`config.mk`:
```
export PLATFORM = sky130hd
export DESIGN_NAME = irq_cfg_arbiter_flat
export DESIGN_NICKNAME = d
export VERILOG_FILES = /design/src/rtl/irq_cfg_arbiter_if.sv /design/src/rtl/irq_cfg_arbiter.sv /design/src/flat_wrapper.sv
export SDC_FILE = /design/constraint.sdc
export NUM_CORES = 1
export LEC_CHECK = 0
export CORE_MARGIN = 4
export CORE_UTILIZATION = 41
export CTS_CLUSTER_SIZE = 28
export DETAILED_ROUTE_END_ITERATION = 8
export GPL_ROUTABILITY_DRIVEN = 1
export MAX_ROUTING_LAYER = met4
export PLACE_DENSITY = 0.95
export SYNTH_ARGS = -nofsm -noshare
export SYNTH_HDL_FRONTEND = slang
export SYNTH_SLANG_ARGS = --single-unit
```
`constraint.sdc`:
```
create_clock -name clk -period 4.9 [get_ports clk]
set_clock_uncertainty 0.2 [all_clocks]
set_input_delay 1.47 -clock clk [delete_from_list [all_inputs] [get_ports clk]]
set_output_delay 1.47 -clock clk [all_outputs]
set_load 0.05 [all_outputs]
```
`src/rtl/irq_cfg_arbiter_if.sv`:
```
// Bundle of requester and router-config signals for irq_cfg_arbiter.
// The slave modport is the arbiter's view. The master modport is the view
// of the environment driving requests and returning router read data.
interface irq_cfg_arbiter_if #(
    parameter int NUM_REQ = 2,
    parameter int ADDR_W  = 8,
    parameter int DATA_W  = 32
);
    logic [NUM_REQ-1:0]        req_valid;
    logic [NUM_REQ-1:0]        req_we;
    logic [NUM_REQ*ADDR_W-1:0] req_addr;
    logic [NUM_REQ*DATA_W-1:0] req_wdata;
    logic [NUM_REQ-1:0]        req_ready;
    logic [NUM_REQ-1:0]        rsp_valid;
    logic [DATA_W-1:0]         rsp_rdata;
    logic                      cfg_wr_en;
    logic                      cfg_rd_en;
    logic [ADDR_W-1:0]         cfg_addr;
    logic [DATA_W-1:0]         cfg_wdata;
    logic [DATA_W-1:0]         cfg_rdata;

    modport slave (
        input  req_valid, req_we, req_addr, req_wdata, cfg_rdata,
        output req_ready, rsp_valid, rsp_rdata,
        output cfg_wr_en, cfg_rd_en, cfg_addr, cfg_wdata
    );

    modport master (
        output req_valid, req_we, req_addr, req_wdata, cfg_rdata,
        input  req_ready, rsp_valid, rsp_rdata,
        input  cfg_wr_en, cfg_rd_en, cfg_addr, cfg_wdata
    );
endinterface

```
`src/rtl/irq_cfg_arbiter.sv`:
```
// Round-robin arbiter that serialises config reads and writes from NUM_REQ
// requesters onto the single IRQ router config port. One command is in
// flight at a time. Addresses and data pass through untouched.
//
// state  | meaning
// IDLE   | waiting for a request; grant and req_ready are combinational
// ISSUE  | one-cycle write or read strobe carrying the latched command
// RDWAIT | read only: router data is valid; captured at end of cycle
// RESP   | one-cycle rsp_valid pulse to the granted requester
module irq_cfg_arbiter #(
    parameter int NUM_REQ = 2,
    parameter int ADDR_W  = 8,
    parameter int DATA_W  = 32
) (
    input logic              clk,
    input logic              rst_n,
    irq_cfg_arbiter_if.slave bus
);
    localparam int PTR_W = (NUM_REQ > 1) ? $clog2(NUM_REQ) : 1;
    localparam int SUM_W = PTR_W + 1;

    typedef enum logic [1:0] {
        S_IDLE   = 2'd0,
        S_ISSUE  = 2'd1,
        S_RDWAIT = 2'd2,
        S_RESP   = 2'd3
    } state_t;

    state_t state, state_nxt;

    logic [PTR_W-1:0]   rr_ptr;
    logic [PTR_W-1:0]   gnt_q;
    logic [PTR_W-1:0]   grant_idx;
    logic [PTR_W-1:0]   cand;
    logic [SUM_W-1:0]   sum;
    logic               grant_found;
    logic               accept;
    logic               cfg_wr_en_q;
    logic               cfg_rd_en_q;
    logic [ADDR_W-1:0]  cfg_addr_q;
    logic [DATA_W-1:0]  cfg_wdata_q;
    logic [DATA_W-1:0]  rsp_rdata_q;
    logic [NUM_REQ-1:0] req_ready_c;
    logic [NUM_REQ-1:0] rsp_valid_c;

    // First valid requester at or after rr_ptr, wrapping around.
    always_comb begin
        grant_found = 1'b0;
        grant_idx   = '0;
        sum         = '0;
        cand        = '0;
        for (int k = 0; k < NUM_REQ; k++) begin
            sum = {1'b0, rr_ptr} + SUM_W'(k);
            if (sum >= SUM_W'(NUM_REQ)) begin
                sum = sum - SUM_W'(NUM_REQ);
            end
            cand = sum[PTR_W-1:0];
            if (!grant_found && bus.req_valid[cand]) begin
                grant_found = 1'b1;
                grant_idx   = cand;
            end
        end
    end

    // req_ready must stay low while reset is held, even though IDLE is forced.
    assign accept = (state == S_IDLE) && grant_found && !rst_n;

    // State register; reset is asynchronous and active-high.
    always_ff @(posedge clk or posedge rst_n) begin
        if (rst_n) begin
            state <= S_IDLE;
        end else begin
            state <= state_nxt;
        end
    end

    // Next-state logic: writes skip RDWAIT.
    always_comb begin
        state_nxt = state;
        case (state)
            S_IDLE:   if (grant_found) state_nxt = S_ISSUE;
            S_ISSUE:  state_nxt = cfg_wr_en_q ? S_RESP : S_RDWAIT;
            S_RDWAIT: state_nxt = S_RESP;
            S_RESP:   state_nxt = S_IDLE;
            default:  state_nxt = S_IDLE;
        endcase
    end

    // One-hot accept and completion pulses.
    always_comb begin
        req_ready_c = '0;
        rsp_valid_c = '0;
        if (accept) begin
            req_ready_c[grant_idx] = 1'b1;
        end
        if (state == S_RESP) begin
            rsp_valid_c[gnt_q] = 1'b1;
        end
    end

    // Command latch, registered strobes, pointer update and read capture.
    always_ff @(posedge clk or posedge rst_n) begin
        if (rst_n) begin
            rr_ptr      <= '0;
            gnt_q       <= '0;
            cfg_wr_en_q <= 1'b0;
            cfg_rd_en_q <= 1'b0;
            cfg_addr_q  <= '0;
            cfg_wdata_q <= '0;
            rsp_rdata_q <= '0;
        end else begin
            cfg_wr_en_q <= 1'b0;
            cfg_rd_en_q <= 1'b0;
            if (accept) begin
                gnt_q       <= grant_idx;
                cfg_wr_en_q <= bus.req_we[grant_idx];
                cfg_rd_en_q <= !bus.req_we[grant_idx];
                cfg_addr_q  <= bus.req_addr[grant_idx*ADDR_W +: ADDR_W];
                cfg_wdata_q <= bus.req_wdata[grant_idx*DATA_W +: DATA_W];
                if (grant_idx == PTR_W'(NUM_REQ - 1)) begin
                    rr_ptr <= '0;
                end else begin
                    rr_ptr <= grant_idx + PTR_W'(1);
                end
            end
            if (state == S_RDWAIT) begin
                rsp_rdata_q <= bus.cfg_rdata;
            end
        end
    end

    assign bus.req_ready = req_ready_c;
    assign bus.rsp_valid = rsp_valid_c;
    assign bus.rsp_rdata = rsp_rdata_q;
    assign bus.cfg_wr_en = cfg_wr_en_q;
    assign bus.cfg_rd_en = cfg_rd_en_q;
    assign bus.cfg_addr  = cfg_addr_q;
    assign bus.cfg_wdata = cfg_wdata_q;
endmodule

```
`src/flat_wrapper.sv`:
```
// flat-port wrapper written by rule: the top's interface ports become plain ports
module irq_cfg_arbiter_flat 
#(
    parameter int NUM_REQ = 2,
    parameter int ADDR_W  = 8,
    parameter int DATA_W  = 32
)
  (clk, rst_n, bus_req_valid, bus_req_we, bus_req_addr, bus_req_wdata, bus_cfg_rdata, bus_req_ready, bus_rsp_valid, bus_rsp_rdata, bus_cfg_wr_en, bus_cfg_rd_en, bus_cfg_addr, bus_cfg_wdata);
  irq_cfg_arbiter_if #(.NUM_REQ(NUM_REQ), .ADDR_W(ADDR_W), .DATA_W(DATA_W)) bus_i ();
  input logic clk;
  input logic rst_n;
  input wire logic [$bits(bus_i.req_valid)-1:0] bus_req_valid;
  input wire logic [$bits(bus_i.req_we)-1:0] bus_req_we;
  input wire logic [$bits(bus_i.req_addr)-1:0] bus_req_addr;
  input wire logic [$bits(bus_i.req_wdata)-1:0] bus_req_wdata;
  input wire logic [$bits(bus_i.cfg_rdata)-1:0] bus_cfg_rdata;
  output wire logic [$bits(bus_i.req_ready)-1:0] bus_req_ready;
  output wire logic [$bits(bus_i.rsp_valid)-1:0] bus_rsp_valid;
  output wire logic [$bits(bus_i.rsp_rdata)-1:0] bus_rsp_rdata;
  output wire logic [$bits(bus_i.cfg_wr_en)-1:0] bus_cfg_wr_en;
  output wire logic [$bits(bus_i.cfg_rd_en)-1:0] bus_cfg_rd_en;
  output wire logic [$bits(bus_i.cfg_addr)-1:0] bus_cfg_addr;
  output wire logic [$bits(bus_i.cfg_wdata)-1:0] bus_cfg_wdata;
  assign bus_i.req_valid = bus_req_valid;
  assign bus_i.req_we = bus_req_we;
  assign bus_i.req_addr = bus_req_addr;
  assign bus_i.req_wdata = bus_req_wdata;
  assign bus_i.cfg_rdata = bus_cfg_rdata;
  assign bus_req_ready = bus_i.req_ready;
  assign bus_rsp_valid = bus_i.rsp_valid;
  assign bus_rsp_rdata = bus_i.rsp_rdata;
  assign bus_cfg_wr_en = bus_i.cfg_wr_en;
  assign bus_cfg_rd_en = bus_i.cfg_rd_en;
  assign bus_cfg_addr = bus_i.cfg_addr;
  assign bus_cfg_wdata = bus_i.cfg_wdata;
  irq_cfg_arbiter #(.NUM_REQ(NUM_REQ), .ADDR_W(ADDR_W), .DATA_W(DATA_W)) u_core (.clk(clk), .rst_n(rst_n), .bus(bus_i));
endmodule
```
---- Word-level counts from Yosys, hierarchy flattened ----
Index checks and enable logic that the tools add are counted.
cells by class
  add/sub/neg operators ................... 4
  magnitude comparators ................... 8
  equality and inequality tests ........... 4
  shift-type cells ........................ 2
  muxes and demuxes ....................... 24
  reduce and logical (&&, ||, !) cells .... 9
operator list
  cell                   number
  $shiftx A64 B7 Y32     1
  $mux W1                18
  $shiftx A16 B5 Y8      1
  $lt A1 B2 Y1 const B   4
  $pmux W2 S4            1
  $mux W2                3
  $logic_and A1 B1 Y1    5
  $eq A2 B2 Y1 const B   2
  $logic_not A1 Y1       3
  $add A1 B1 Y2 const B  1
  $demux W1 S1           2
  $eq A2 B1 Y1 const B   1
  $ge A1 B1 Y1 const B   2
  $ge A1 B2 Y1 const B   1
  $ge A2 B2 Y1 const B   1
  $logic_not A2 Y1       1
  $ne A2 B1 Y1 const B   1
  $sub A1 B1 Y1 const B  2
  $add A1 B1 Y1 const B  1
word-level totals
  register bits after elaboration ......... 78
  output and inout port bits .............. 78
  logic and storage cells ................. 59

---- Logic depth before layout (Yosys ltp) ----
Gate-level depths: netlist of run 1.
  word-level depth ........................ 13
  mapped depth ............................ 7

---- Worst setup path after synthesis of run 1 ----
Ideal clock, no wire load.
  kind .................................... in2out
  from .................................... input port rst_n
  to ...................................... output port bus_req_ready[0]
  arrival ................................. 2,073 ps
  data required time ...................... 3,230 ps
  slack ................................... 1,157 ps
  stages .................................. 4
  path through ............................ nor2b_4 and3_1 buf_6 buf_6
on the way
  cells in the longest elaborated chain, start to end .. 3
ends and longest elaborated chain
  element              RTL line               source
  from (decl)          flat_wrapper.sv:11     input logic rst_n;
  $logic_not A1 Y1     irq_cfg_arbiter.sv:66  assign accept = (state == S_IDLE) && grant_found && !rst_n;
  $logic_and A1 B1 Y1  irq_cfg_arbiter.sv:66
  $mux W2              irq_cfg_arbiter.sv:93  if (accept) begin
  to (decl)            flat_wrapper.sv:17     output wire logic [$bits(bus_i.req_ready)-1:0] bus_req_ready;
Every way passes these cells.

---- Worst setup path after layout of run 1 ----
  from .................................... input port rst_n
  to ...................................... output port bus_req_ready[1]
The elaborated chain is that of the path after synthesis.

==> results.yml, run 1 <==
status:
  status: "finished clean"
layout:
  drive_above_1_share_pct: 13.7
  n_antenna_cell: 0
  finalNetCount: 556
  syn2layout_area_growth_pct: 65.4
  final_util_pct: 71.1
critical_path:
  r2r_start: "u_core.state[0]"
  critPathKind: "in -> out"
  cp_max_fo: 13
  worstSetupEndpointType: "output port"
  cp_cell_sequence: "clkdlybuf4s50_1 -> nor2b_4 -> and3_1 -> buf_12"
  path_buf_inv: 2
  crit_path_top_delay_cell: "clkdlybuf4s50_1"
  critPathLaunch: "rst_n"
  cp.arrival_ns: 2.67
  cpLargestDelayFamily: "buffers and inverters"
  startpoint_type: "input port"
  required_ns: 3.23
  critPathMaxStageDelay_ns: 0.48
detailed_routing:
  route.antenna.remaining_nets: 0
  via_count: 2798
  routed_wl_mm: 9.55
  drc: 0
  firstDrtPassIters: 4
  first_iter_violations: 114
  wl_per_cell_um: 17.7
  via_per_inst: 5.19
pwr:
  switching_share_pct: 46.0
  p_leak_nw: 2.34
  peakVddDrop_mv: 0.374
  pwr-share-seq_pct: 27.2
  switchingPower_w: 0.00188
  power_w: 0.00409
  p_clk_share_pct: 12.9
  comb_power_share_pct: 59.9
  p_per_area_nw_per_um2: 730
  internal_power_w: 0.00221
sta:
  grt_setup_unrepaired: "no"
  holdWs_ns: 0.299
  drv_slew: 0
  slew_headroom_pct: 42.4
  setup_viol: 0
  hold_viol_final: 0
  tightestPinTransition_ns: 0.863
  setup_tns_ns: 0
  period_share_pct: 88.6
  max_freq_mhz: 230
  period_needed_ns: 4.34
clock_network:
  hold_buffers: 0
  clock-sinks: 78
  post-cts-setup-buffer-count: 0
  h-tree-depth: 3
  clk_latency_ns: 0.33
  path_clk_slew_ns: 0.08
  cts-buffers-inserted: 9
  cts_tree: "built"
  cts_resized: 0
  ctsLongestPathBuffers: 2
  cts-root-buf: "clkbuf_8"
run:
  drv_cap: 0
die:
  rows: 32
  ios: 196
  dieArea_um2: 9790
  die_w_um: 99.0
  start_util_pct: 43.0
  dieHeight_um: 99.0
  core_um2: 7890
yosys:
  ys_seq_area_share_pct: 57.5
  netlist_area_um2: 3390
  synth.net_count: 364
  synth_cells: 241
  postSynthAreaPerCell_um2: 14.1
  ys_warn_count: 0
  ys_seq_elements: 78
  synth_cell_types: 28
grt:
  grt_pass1_vias: 2981
  track_usage_pct: 19.8
  grt_pass1_wl_mm: 15.1
  grt_max_degree: 52
  grt-ovfl-total: 0
  grtUsageMet3_pct: 4.74
  antenna_found_initial: 0
  busiest_layer: "met2"
  grtUsageMet1_pct: 24.4
  use_met2_pct: 32.0
placement:
  gp_congestion: 0.773
  place_hpwl_mm: 7.24
  io_buffers: 195
min_path:
  min-delay-start: "u_core.bus.rsp_rdata[4]"
  hold_class: "reg -> reg"
-- per-stage QoR --
stage / std cells / instance area, um2 / setup slack, ns
2_1_floorplan: 241 / 3390 / 1.16
3_3_place_gp: 524 / 5390 / 0.592
3_5_place_dp: 524 / 5390 / 0.564
4_1_cts: 539 / 5610 / 0.562
5_1_grt: 539 / 5610 / 0.479
6_report: 539 / 5610 / 0.557
-- placed cells by master (no fill, tap or decap) --
cell type,count
a21o_2,1
a21boi_0,35
or3b_2,1
a21o_1,1
buf_12,2
buf_4,8
nand2_1,3
mux2_1,2
nor2b_1,1
nand3_1,1
ha_1,5
and3_1,2
clkdlybuf4s50_1,193
and2_1,1
a221o_1,40
inv_6,1
or2_1,1
a211oi_1,1
o21ai_0,2
and3b_1,1
a21oi_1,1
clkinv_4,1
bufinv_16,2
a22oi_1,1
inv_1,2
nand2b_1,1
dfrtp_1,78
a21bo_2,1
nor2b_4,1
a21boi_1,5
mux2_2,30
clkbuf_8,10
clkinv_2,2
-- sequential cells by signal (all words and copies together) (netlist names) --
register	cells
u_core.gnt_q	1
u_core.bus.cfg_wr_en	1
u_core.bus.cfg_addr	8
u_core.bus.cfg_rd_en	1
u_core.rr_ptr	1
u_core.state	2
u_core.bus.rsp_rdata	32
u_core.bus.cfg_wdata	32
-- routing by layer --
metal	vias to the layer above	routed length (um)
met2	136	4690
li1	1301	-
met3	18	761
met4	0	186
met5	-	0
met1	1343	3920
-- cell usage after synthesis, drive strengths merged --
cell    count  share of area, %
a21bo       1              0.30
clkbuf      7              0.77
nor2b       2              0.59
inv         3              0.33
o21ai       2              0.30
or2         1              0.18
and3        2              0.37
dfrtp      78                58
and2        1              0.18
mux2       32                11
nand3       1              0.15
a221o      40                12
a21o        2              0.48
a21boi     40               8.9
buf        15               4.1
a22oi       1              0.22
a211oi      1              0.22
or3b        1              0.26
nand2b      1              0.18
ha          5               1.8
and3b       1              0.26
a21oi       1              0.15
nand2       3              0.33
-- power groups by stage --
stage               Combinational [W]  Clock (W)  Sequential, W
CTS                           0.00247   0.000542        0.00112
finish                        0.00245   0.000529        0.00111
detailed placement            0.00247          0        0.00112
floorplan                    0.000637          0        0.00211
global route                  0.00256   0.000573        0.00116
global placement              0.00243          0        0.00110
-- worst register-to-register path, cell delays in order (launching register included) --
cell and delay (ns):
dfrtp_1 0.41, inv_1 0.16, ha_1 0.19, nor2b_4 0.29, and3_1 0.28, buf_4 0.41
a221o_1 0.26
-- cell families after synthesis --
group	share of synthesized area [%]
flip-flops	57.5
AND/OR/NAND/NOR	2.51
adder cells (fa/ha/maj)	1.84
buffers and inverters	5.16
multiplexers	10.6
AO/OA/AOI/OAI	22.3
-- worst paths after layout --
path,cells past startpoint,slack [ns],endpoint
max,4,0.56,bus_req_ready[1]
min,1,0.30,u_core.bus.rsp_rdata[4]
max reg2reg,6,2.64,u_core.bus.cfg_wdata[18]
min reg2reg,1,0.30,u_core.bus.rsp_rdata[4]
max in group asynchronous,3,2.28,u_core.bus.rsp_rdata[24]
min in group asynchronous,2,1.51,u_core.bus.cfg_wdata[13]
-- final cells by class --
| class | count | area (um2) |
|---|---|---|
| clock buffer | 10 | 138 |
| clock inverter | 5 | 82.6 |
| fill | 556 | 2280 |
| inverter | 3 | 12.5 |
| multi-input combinational | 138 | 1260 |
| sequential | 78 | 1950 |
| tap | 102 | 128 |
| timing repair buffer | 203 | 2030 |
(Power assumes the default switching activity.)
==> run 2, diff against run 1 <==
CORE_MARGIN = 2   (was 4)
CORE_UTILIZATION = 38   (was 41)
PLACE_DENSITY = 0.89   (was 0.95)
clock period = 4.5 ns   (was 4.9 ns; I/O delays follow)
==> run 2 against run 1 <==
Via count increased by 1.3%. Clock power is 3% higher. Sequential cell count unchanged. Setup slack improved by 0.0059 ns. Global-route usage up 0.70 points. Non-clock buffer count decreased by 2. Sequential share of layout area increased by 0.16 points. Final cell count up 0.56%. Total power up 8.2%. Cell area down 0.47%. Utilization down 6.8 points. Critical path depth is the same. Highest routed layer unchanged.
==> results.yml, run 2 (synthesized netlist as in run 1, its figures left out) <==
status:
  status: "finished clean"
clock_network:
  post-cts-setup-buffer-count: 0
  cts-root-buf: "clkbuf_8"
  cts_resized: 0
  h-tree-depth: 3
  clock-sinks: 78
  clk_latency_ns: 0.33
  ctsLongestPathBuffers: 2
  hold_buffers: 0
  cts-buffers-inserted: 9
  cts_tree: "built"
  path_clk_slew_ns: 0.08
layout:
  final_util_pct: 64.3
  n_antenna_cell: 0
  finalNetCount: 554
  mostFrequentLayoutCells: "clkdlybuf4s50_1, dfrtp_1, a221o_1"
  drive_above_1_share_pct: 12.9
  syn2layout_area_growth_pct: 64.6
  fill_cells: 695
  final_common_cell: "clkdlybuf4s50_1"
detailed_routing:
  first_iter_violations: 148
  firstDrtPassIters: 4
  highest_layer: "met4"
  route.antenna.remaining_nets: 0
  drc: 0
  drt-met1-wl_mm: 4.05
  via_per_inst: 5.23
  route.met2.wl_mm: 4.68
  routed_wl_mm: 9.58
  via_count: 2833
  wl_per_cell_um: 17.7
  wl_met3_um: 626
sta:
  period_needed_ns: 3.94
  setup_ws_ns: 0.562
  slew_headroom_pct: 35.7
  grt_setup_unrepaired: "no"
  setup_viol: 0
  holdWs_ns: 0.296
  period_share_pct: 87.5
  hold_viol_final: 0
  drv_slew: 0
  tightestPinTransition_ns: 0.965
  setup_tns_ns: 0
  max_freq_mhz: 254
pwr:
  internal_power_w: 0.00239
  comb_power_share_pct: 60.4
  switching_share_pct: 46.0
  p_clk_share_pct: 12.3
  switchingPower_w: 0.00204
  p_leak_nw: 2.32
  pwr-share-seq_pct: 27.3
  power_w: 0.00443
  peakVddDrop_mv: 0.462
  p_per_area_nw_per_um2: 793
grt:
  grt-ovfl-total: 0
  grt_pass1_wl_mm: 15.5
  track_usage_pct: 20.5
  grt_max_degree: 79
  antenna_found_initial: 0
  grt_pass1_vias: 3092
placement:
  io_buffers: 195
  gp_congestion: 0.742
  dp_worst_setup_slack_ns: 0.553
  place_hpwl_mm: 6.90
die:
  start_util_pct: 39.1
  ios: 196
  rows: 34
  core_um2: 8680
  dieHeight_um: 98.5
  dieArea_um2: 9700
  die_w_um: 98.5
critical_path:
  critPathKind: "in -> out"
  cp_cell_sequence: "clkdlybuf4s50_1 -> nor2b_4 -> and3_1 -> buf_12"
  cp_max_fo: 4
  cp.arrival_ns: 2.39
  path_buf_inv: 2
  crit_path_top_delay_cell: "clkdlybuf4s50_1"
  critPathMaxStageDelay_ns: 0.48
  worstSetupEndpointType: "output port"
  required_ns: 2.95
  startpoint_type: "input port"
  cpLargestDelayFamily: "buffers and inverters"
run:
  drv_cap: 0
min_path:
  hold_class: "reg -> reg"
[run 2: changes by cell type in the layout (fill, tap and decap cells not counted)]
cell | before | now
inv_6 | 1 | 0
clkbuf_1 | 0 | 1
clkbuf_8 | 10 | 9
buf_4 | 8 | 6
[run 2: layout make-up]
type,instances,area [um2],share of cell area [%]
Sequential cell,78,1950,35.0
Timing Repair Buffer,201,2020,36.1
Clock inverter,4,73.8,1.32
Tap cell,108,135,2.42
Multi-Input combinational cell,138,1260,22.7
Inverter,3,12.5,0.224
Clock buffer,10,128,2.29
[run 2: worst paths after layout]
path | start | end | slack (ns) | depth (start not counted)
worst max register to register | u_core.state[0] | u_core.bus.cfg_wdata[29] | 2.35 | 6
worst min register to register | u_core.bus.rsp_rdata[4] | u_core.bus.rsp_rdata[4] | 0.30 | 1
worst max-delay path | rst_n | bus_req_ready[0] | 0.56 | 4
worst min-delay path | u_core.bus.rsp_rdata[4] | u_core.bus.rsp_rdata[4] | 0.30 | 1
min in group asynchronous | rst_n | u_core.bus.cfg_wdata[22] | 1.51 | 3
max in group asynchronous | rst_n | u_core.bus.rsp_rdata[26] | 1.96 | 3
[run 2: power by group through the flow]
stage | clock network (W) | registers [W] | logic, W
after global routing | 0.000602 | 0.00126 | 0.00279
after detailed placement | 0 | 0.00122 | 0.00269
after floorplan | 0 | 0.00230 | 0.000694
after global placement | 0 | 0.00121 | 0.00263
final | 0.000545 | 0.00121 | 0.00267
after CTS | 0.000563 | 0.00121 | 0.00269
[run 2: per-layer routing]
metal / vias to the layer above / global-route usage, %
met2: 142 / 32.8
met3: 20 / 4.82
met5: - / -
met4: 0 / 6.85
li1: 1291 / -
met1: 1380 / 25.9
[run 2: metrics by stage]
step,cells,instance area [um2]
2_1_floorplan,241,3390
4_1_cts,542,5580
6_report,542,5580
3_5_place_dp,528,5380
3_3_place_gp,528,5380
5_1_grt,542,5580
